**src/rtl/pmem_line_arbiter.sv**
```systemverilog
// Arbitrates I-cache and D-cache line requests onto one 4-beat pmem burst port.
// Define PMEM_ARB_RR_EN for round-robin grant; otherwise the D-cache has fixed priority.
module pmem_line_arbiter #(
  parameter int ADDR_W = 32,
  parameter int LINE_W = 256,
  parameter int BEAT_W = 64
) (
  input  logic              clk,
  input  logic              rst,
  input  logic              i_line_read,
  input  logic [ADDR_W-1:0] i_line_addr,
  output logic [LINE_W-1:0] i_line_rdata,
  output logic              i_line_resp,
  input  logic              d_line_read,
  input  logic              d_line_write,
  input  logic [ADDR_W-1:0] d_line_addr,
  input  logic [LINE_W-1:0] d_line_wdata,
  output logic [LINE_W-1:0] d_line_rdata,
  output logic              d_line_resp,
  output logic              pmem_read,
  output logic              pmem_write,
  output logic [ADDR_W-1:0] pmem_addr,
  output logic [BEAT_W-1:0] pmem_wdata,
  input  logic [BEAT_W-1:0] pmem_rdata,
  input  logic              pmem_resp
);
  localparam int BEATS = LINE_W / BEAT_W;
  localparam int CNT_W = $clog2(BEATS);
  localparam int OFF_W = $clog2(LINE_W / 8);

  typedef enum logic [2:0] {IDLE, I_RD, D_RD, D_WR, DONE} state_e;

  state_e            state_q, state_d;
  logic [CNT_W-1:0]  cnt_q, cnt_d;
  logic [ADDR_W-1:0] addr_q, addr_d;
  logic [LINE_W-1:0] wline_q, wline_d;
  logic [LINE_W-1:0] rbuf_q, rbuf_d;
  logic              i_resp_q, i_resp_d;
  logic              d_resp_q, d_resp_d;
  logic              d_req, pick_d;
`ifdef PMEM_ARB_RR_EN
  logic              last_d_q, last_d_d;
`endif

  assign d_req = d_line_read | d_line_write;

  always_comb begin
    state_d  = state_q;
    cnt_d    = cnt_q;
    addr_d   = addr_q;
    wline_d  = wline_q;
    rbuf_d   = rbuf_q;
    i_resp_d = 1'b0;
    d_resp_d = 1'b0;
    pick_d   = 1'b0;
`ifdef PMEM_ARB_RR_EN
    last_d_d = last_d_q;
`endif
    case (state_q)
      IDLE: begin
        cnt_d = '0;
`ifdef PMEM_ARB_RR_EN
        // on contention, the side that was not served last goes first
        pick_d = d_req && (!i_line_read || !last_d_q);
`else
        pick_d = d_req;
`endif
        if (pick_d) begin
          addr_d  = {d_line_addr[ADDR_W-1:OFF_W], {OFF_W{1'b0}}};
          state_d = d_line_write ? D_WR : D_RD;
          if (d_line_write) wline_d = d_line_wdata;
        end else if (i_line_read) begin
          addr_d  = {i_line_addr[ADDR_W-1:OFF_W], {OFF_W{1'b0}}};
          state_d = I_RD;
        end
      end
      I_RD, D_RD, D_WR: begin
        if (pmem_resp) begin
          cnt_d = cnt_q + 1'b1;
          if (state_q != D_WR) rbuf_d[cnt_q*BEAT_W +: BEAT_W] = pmem_rdata;
          if (cnt_q == CNT_W'(BEATS-1)) begin
            state_d  = DONE;
            i_resp_d = (state_q == I_RD);
            d_resp_d = (state_q != I_RD);
          end
        end
      end
      DONE: begin
        state_d = IDLE;
`ifdef PMEM_ARB_RR_EN
        last_d_d = d_resp_q;
`endif
      end
      default: state_d = IDLE;
    endcase
  end

  always_ff @(posedge clk or negedge rst) begin
    if (!rst) begin
      state_q  <= IDLE;
      cnt_q    <= '0;
      addr_q   <= '0;
      wline_q  <= '0;
      rbuf_q   <= '0;
      i_resp_q <= 1'b0;
      d_resp_q <= 1'b0;
`ifdef PMEM_ARB_RR_EN
      last_d_q <= 1'b0;
`endif
    end else begin
      state_q  <= state_d;
      cnt_q    <= cnt_d;
      addr_q   <= addr_d;
      wline_q  <= wline_d;
      rbuf_q   <= rbuf_d;
      i_resp_q <= i_resp_d;
      d_resp_q <= d_resp_d;
`ifdef PMEM_ARB_RR_EN
      last_d_q <= last_d_d;
`endif
    end
  end

  assign pmem_read    = (state_q == I_RD) || (state_q == D_RD);
  assign pmem_write   = (state_q == D_WR);
  assign pmem_addr    = addr_q;
  assign pmem_wdata   = wline_q[cnt_q*BEAT_W +: BEAT_W];
  assign i_line_rdata = rbuf_q;
  assign d_line_rdata = rbuf_q;
  assign i_line_resp  = i_resp_q;
  assign d_line_resp  = d_resp_q;
endmodule

```
**config.mk**
```make
export PLATFORM = sky130hd
export DESIGN_NAME = pmem_line_arbiter
export DESIGN_NICKNAME = d
export VERILOG_FILES = /design/src/rtl/pmem_line_arbiter.sv
export SDC_FILE = /design/constraint.sdc
export NUM_CORES = 1
export LEC_CHECK = 0
export CAP_MARGIN = 20
export CORE_AREA = 2 2 395 397
export CTS_BUF_LIST = sky130_fd_sc_hd__clkbuf_4
export DETAILED_ROUTE_END_ITERATION = 8
export DIE_AREA = 0 0 397 399
export GPL_TIMING_DRIVEN = 0
export PLACE_DENSITY = 0.42
export SLEW_MARGIN = 20
export SYNTH_ARGS = -nofsm -noshare
export SYNTH_HDL_FRONTEND = slang
export SYNTH_SLANG_ARGS = --single-unit
```
**constraint.sdc**
```tcl
create_clock -name clk -period 4.1 [get_ports clk]
set_input_delay 0.615 -clock clk [delete_from_list [all_inputs] [get_ports clk]]
set_output_delay 0.615 -clock clk [all_outputs]
set_load 0.01 [all_outputs]
```
==> results.sh, run 1 <==
export IMPL_synth_area_per_cell_sq_um=12.25
export IMPL_drv_slew=0
export IMPL_setup_violations_final=0
export IMPL_synthTopCellsByArea="dfrtp_1, mux2_2, buf_4"
export IMPL_avgRoutedWirePerCell_um=24.60
export IMPL_total_leakage_power_uw=0.01852
export IMPL_drtAntennaViolNets=0
export IMPL_worstMarginPinSlew_ns=1.020
export IMPL_rows=144
export IMPL_fin_crit_ns=3.797
export IMPL_synth_top_area_cell="dfrtp_1"
export IMPL_cts_max_path_buffers=3
export IMPL_critPathLaunchType="flip-flop"
export IMPL_status="completed"
export IMPL_io_buffers=986
export IMPL_dp_hpwl_um=110900
export IMPL_cts_root_buf="clkbuf_4"
export IMPL_synthCells=2113
export IMPL_vias=21250
export IMPL_ys_seq_area_share_pct=52.77
export IMPL_timing_rr_start="cnt_q[1]$_DFFE_PN0P_"
export IMPL_p_per_area_mw_per_mm2=767.9
export IMPL_layout_drive_gt1_share_pct=27.22
export IMPL_fp_dieH_um=399
export IMPL_crit_start="cnt_q[0]$_DFFE_PN0P_"
export IMPL_die_area_sq_mm=0.1584
export IMPL_place_gp_congestion=0.8469
export IMPL_synth_cell_types=34
export IMPL_grt_remaining_overflow=0
export IMPL_htree_levels=4
export IMPL_syn2layout_area_growth_pct=64.00
export IMPL_grt_pass1_wl_um=186700
export IMPL_dr_pass1_iters=5
export IMPL_crit_path_end_kind="output pin"
export IMPL_fillers=16290
export IMPL_io_pins=1002
export IMPL_start_util_pct=16.85
export IMPL_crit_chain="buf_4, buf_12, buf_12, mux4_2, clkdlybuf4s50_1"
export IMPL_grt_start_max_net_pins=86
export IMPL_synthesis_area_sq_mm=0.02589
export IMPL_cts_buffers=171
export IMPL_die_w_um=397
export IMPL_max_stage_delay_ns=0.62
export IMPL_synth_seq_cells=546
export IMPL_coreArea_sq_mm=0.1537
export IMPL_clkLatencyLatePin_ns=1.08
export IMPL_slowest_stage="mux4_2"
export IMPL_maxCapViolCount=0
export IMPL_grt_pass1_vias=22520
export IMPL_cts_sinks=546
export IMPL_seqCellArea_sq_mm=0.01366
export IMPL_finalSetupTns_ns=0
export IMPL_fin_skew_ns=0.08004
export IMPL_nets=3856
export IMPL_cp_arrival_ns=3.18
export IMPL_crit_required_ns=3.48
export IMPL_instances_no_fill=5626
export IMPL_finish_instance_area_sq_mm=0.04246
export IMPL_place_inst=5155
export IMPL_vias_per_cell=3.777
export IMPL_hold_viol=0
export IMPL_fin_crit_sh_pct=92.60
export IMPL_drt_iter0_drc=883
export IMPL_cts_tree="built"
export IMPL_placed_area_sq_mm=0.03856
export IMPL_final_core_util_pct=27.63
export IMPL_cp_common_cell="buf_12"
export IMPL_drc_errors=0
export IMPL_hold_path_class="primary input to asynchronous set/reset pin"
export IMPL_multi_input_area_sq_mm=0.008837
export IMPL_path_clk_slew_ns=0.07
export IMPL_max_freq_mhz=263.4
export IMPL_slew_headroom_pct=32.03
export IMPL_path_class="flip-flop to output pin"
export IMPL_path_max_fanout=10
export IMPL_antenna_found_initial=49
export IMPL_ir_drop_mv=0.3267
export IMPL_synth_top_cell_area_share_pct=52.77
export IMPL_ys_warn_count=0
export IMPL_totalWireLength_um=138400
export IMPL_grt_use_total_pct=17.12
## metrics by stage
stage / worst slack, ns / power [uW] / hold WS, ns
final: 0.3033 / 32600 / 0.1990
after global routing: -0.003359 / 34700 / 0.007563
after CTS: -0.0009739 / 33540 / 0.001269
after detailed placement: -0.3753 / 27760 / 0.4842
after global placement: -25.97 / 27650 / 0.4769
after floorplan: 1.565 / 17230 / 0.3194
## path summary, 6_finish.rpt
path | end | slack, ns | depth (start not counted)
setup / recovery | pmem_wdata[35] | 0.30 | 5
setup reg to reg | d_line_rdata[78]$_DFFE_PN0P_ | 0.87 | 9
hold / removal | wline_q[84]$_DFFE_PN0P_ | 0.20 | 3
min in group clk | wline_q[17]$_DFFE_PN0P_ | 0.21 | 2
max in group asynchronous | d_line_rdata[230]$_DFFE_PN0P_ | 2.88 | 4
hold reg to reg | pmem_addr[13]$_DFFE_PN0P_ | 0.49 | 1
## layer usage
layer	vias up	part of all wire, %	GRT usage [%]
met5	-	0.26	0
met4	54	2.5	5.133
met3	223	9.8	7.819
met2	803	51	30.38
met1	10580	36	18.02
li1	9593	-	-
## Yosys cell counts
cell / instances
a21o_1: 1
a21oi_1: 2
a32o_1: 1
and3_1: 1
and3b_1: 1
buf_1: 3
buf_2: 17
buf_4: 289
buf_6: 22
clkbuf_1: 49
conb_1: 1
dfrtp_1: 546
ha_1: 5
inv_1: 195
mux2_1: 1
mux2_2: 309
mux2i_1: 192
mux4_2: 64
nand2_1: 260
nand3b_1: 4
nor2_1: 4
nor2_2: 1
nor2b_1: 2
nor3_1: 1
nor3b_1: 4
nor4_4: 1
nor4b_1: 1
nor4b_2: 1
nor4b_4: 1
nor4bb_1: 1
o21ai_0: 130
o21bai_1: 1
or2_1: 1
xnor2_2: 1
## area by class of cell
class | count | area share, %
sequential | 546 | 32.18
timing repair buffer | 1172 | 27.96
multi-input combinational | 996 | 20.81
buffer | 379 | 6.566
tap | 2044 | 6.023
clock buffer | 229 | 4.049
inverter | 195 | 1.724
clock inverter | 46 | 0.5746
antenna | 19 | 0.1120
## sequential cells by signal (all words and copies together), names as in the netlist
| name | cells |
|---|---|
| pmem_addr | 27 |
| state_q | 3 |
| d_line_resp | 1 |
| cnt_q | 2 |
| i_line_resp | 1 |
| wline_q | 256 |
| d_line_rdata | 256 |
## where the power goes
| group | total [uW] | switching (uW) | internal (uW) |
|---|---|---|---|
| Clock | 5290 | 2670 | 2630 |
| Combinational | 17500 | 7950 | 9580 |
| Sequential | 9780 | 1930 | 7850 |
## worst max-delay path, delay by kind of cell, from the launching register on
family	cells	cell delay, ns
buffers and inverters	4	1.13
muxes	1	0.62
DFF	1	0.37
## layout by cell type (no fill, tap or decap), drive strengths merged, types with 19 or more instances in the layout
| master | netlist | layout |
|---|---|---|
| buf | 331 | 341 |
| clkbuf | 49 | 277 |
| clkdlybuf4s50 | 0 | 979 |
| clkinv | 0 | 37 |
| dfrtp | 546 | 546 |
| diode | 0 | 19 |
| dlygate4sd3 | 0 | 177 |
| inv | 195 | 199 |
| mux2 | 310 | 310 |
| mux2i | 192 | 192 |
| mux4 | 64 | 64 |
| nand2 | 260 | 260 |
| o21ai | 130 | 130 |
## cells by family (layout without fill, tap and decap cells)
family / Yosys count / after routing / share of synthesized area (%)
buffers and inverters: 575 / 2021 / 13.25
muxes: 566 / 566 / 26.47
DFF: 546 / 546 / 52.77
and+or+nand+nor: 284 / 284 / 4.538
AOI/OAI and AO/OA: 135 / 135 / 2.648
adders and majority gates: 5 / 5 / 0.2416
other: 1 / 24 / 0.01448
xor gates and xnor gates: 1 / 1 / 0.06284
## repair_timing
action | CTS | global route
setup endpoints to repair | 305 | 0
gates resized for setup | 32 | 0
setup buffers | 0 | 0
hold buffers | 178 | 0
endpoints found under the hold margin | 505 | 0
No activity file was read; power rests on OpenSTA's default activity.
==> run 2: changes to the inputs <==
- CORE_AREA: 2 2 395 397 -> 2 2 390 392
- DIE_AREA: 0 0 397 399 -> 0 0 392 394
- DONT_BUFFER_PORTS: unset -> 1
- PLACE_DENSITY: 0.42 -> 0.34
==> run 2 against run 1 <==
Routed wire length shrank 10%. Die area shrank 2.5%. Setup slack gained 0.063 ns. Largest cell class is now registers. Clock skew shrank 0.010 ns.
==> results.sh, run 2 (same netlist as run 1, synthesis figures left out) <==
export IMPL_status="completed"
export IMPL_grt_pass1_vias=20870
export IMPL_fin_crit_ns=3.733
export IMPL_vias=18890
export IMPL_crit_required_ns=3.48
export IMPL_htree_levels=4
export IMPL_path_max_fanout=11
export IMPL_drtAntennaViolNets=0
export IMPL_drv_slew=0
export IMPL_final_core_util_pct=23.50
export IMPL_final_common_cell="dfrtp_1"
export IMPL_syn2layout_area_growth_pct=36.74
export IMPL_p_per_area_mw_per_mm2=786.3
export IMPL_coreArea_sq_mm=0.1507
export IMPL_cts_max_path_buffers=3
export IMPL_fp_dieH_um=394
export IMPL_cts_root_buf="clkbuf_4"
export IMPL_total_leakage_power_uw=0.01608
export IMPL_path_class="flip-flop to output pin"
export IMPL_worstMarginPinSlew_ns=0.9014
export IMPL_layout_drive_gt1_share_pct=34.20
export IMPL_setup_slack_ns=0.3666
export IMPL_grt_use_total_pct=15.81
export IMPL_rsz0062_at_grt="false"
export IMPL_antenna_found_initial=51
export IMPL_layout_common_cells="dfrtp_1, dlygate4sd3_1, mux2_2, buf_4, nand2_1"
export IMPL_ir_drop_mv=0.3269
export IMPL_dp_hpwl_um=94230
export IMPL_crit_path_end_kind="output pin"
export IMPL_die_area_sq_mm=0.1544
export IMPL_critPathLaunchType="flip-flop"
export IMPL_drt_iter0_drc=664
export IMPL_place_gp_congestion=0.8073
export IMPL_vias_per_cell=3.836
export IMPL_grt_start_max_net_pins=547
export IMPL_grt_pass1_wl_um=169100
export IMPL_io_buffers=0
export IMPL_dr_pass1_iters=4
export IMPL_slew_headroom_pct=39.91
export IMPL_rows=143
export IMPL_maxCapViolCount=0
export IMPL_hold_path_class="primary input to asynchronous set/reset pin"
export IMPL_nets=3149
export IMPL_clkLatencyLatePin_ns=1.15
export IMPL_io_pins=1002
export IMPL_start_util_pct=17.19
export IMPL_hold_viol=0
export IMPL_cp_arrival_ns=3.12
export IMPL_avgRoutedWirePerCell_um=25.31
export IMPL_crit_start="cnt_q[0]$_DFFE_PN0P_"
export IMPL_place_ws_ns=-0.4299
export IMPL_max_freq_mhz=267.9
export IMPL_setup_violations_final=0
export IMPL_totalWireLength_um=124600
export IMPL_fin_crit_sh_pct=91.06
export IMPL_grt_remaining_overflow=0
export IMPL_drc_errors=0
export IMPL_cts_buffers=167
export IMPL_cts_sinks=546
export IMPL_die_w_um=392
export IMPL_timing_rr_start="cnt_q[1]$_DFFE_PN0P_"
export IMPL_path_clk_slew_ns=0.06
export IMPL_cts_tree="built"
export IMPL_fin_skew_ns=0.06978
[run 2: cell types whose count changed in the layout (fill, tap and decap cells not counted), sizes merged]
cell and delta:
diode +14, clkinv -8, dlygate4sd2 -6, clkbuf +8
bufinv +1, dlygate4sd3 +281, clkdlybuf4s50 -979
[run 2: worst max-delay path, cell delays in order, from the launching register on]
cell and delay [ns]:
dfrtp_1 0.37, buf_2 0.28, buf_2 0.65, mux4_2 0.71
[run 2: path summary, 6_finish.rpt]
check / to / slack [ns] / cells past startpoint
min in group clk: wline_q[107]$_DFFE_PN0P_ / 0.21 / 2
setup / recovery: pmem_wdata[62] / 0.37 / 3
setup reg to reg: d_line_rdata[144]$_DFFE_PN0P_ / 0.55 / 9
hold reg to reg: wline_q[221]$_DFFE_PN0P_ / 0.50 / 1
max in group asynchronous: d_line_rdata[162]$_DFFE_PN0P_ / 1.85 / 4
hold / removal: wline_q[143]$_DFFE_PN0P_ / 0.12 / 2
[run 2: layout make-up]
cell class	instances	area [sq um]
clock buffers	236	1772
well taps	2030	2540
multi-input cells	996	8842
fillers	16190	115200
plain buffers	380	2733
flip-flops and latches	546	13660
inverters	195	732.0
repair buffers	468	4791
clock inverters	39	247.7
diodes	33	82.58
[run 2: where the power goes]
part / leakage (uW) / internal, uW / switching, uW / total (uW)
Clock: 0.00119 / 2750 / 2620 / 5370
Sequential: 0.00693 / 7830 / 3050 / 10900
Combinational: 0.00795 / 5580 / 6010 / 11600
Total: 0.0161 / 16200 / 11700 / 27800
[run 2: per-layer routing]
metal  vias up  part of all wire (%)  global-route usage [%]
li1       8217                     -                       -
met1      9574                    36                   16.55
met2       862                    52                   28.42
met3       210                   8.4                   5.920
met4        24                   3.5                   6.085
met5         -                  0.12                       0
[run 2: timing repair]
item / 4_1_cts / 5_1_grt
hold endpoints to repair: 1090 / 410
hold buffers: 457 / 2
setup buffers: 0 / 0
gates cloned: 0 / 0
endpoints found under the setup margin: 108 / 1
resized for setup: 10 / 1
[run 2: per-stage QoR]
| stage | instance area [sq um] | cells | hold slack [ns] | total power (uW) | TNS [ns] |
|---|---|---|---|---|---|
| after floorplan | 25900 | 2117 | 0.3194 | 17230 | 0 |
| after global placement | 28440 | 4147 | 0.3396 | 21490 | -331.74 |
| after detailed placement | 28570 | 4153 | 0.3382 | 21760 | -16.76 |
| after CTS | 35190 | 4885 | -1.013 | 28420 | 0 |
| after global routing | 35400 | 4921 | -0.003961 | 29710 | 0 |
| final | 35400 | 4923 | 0.1185 | 27840 | 0 |
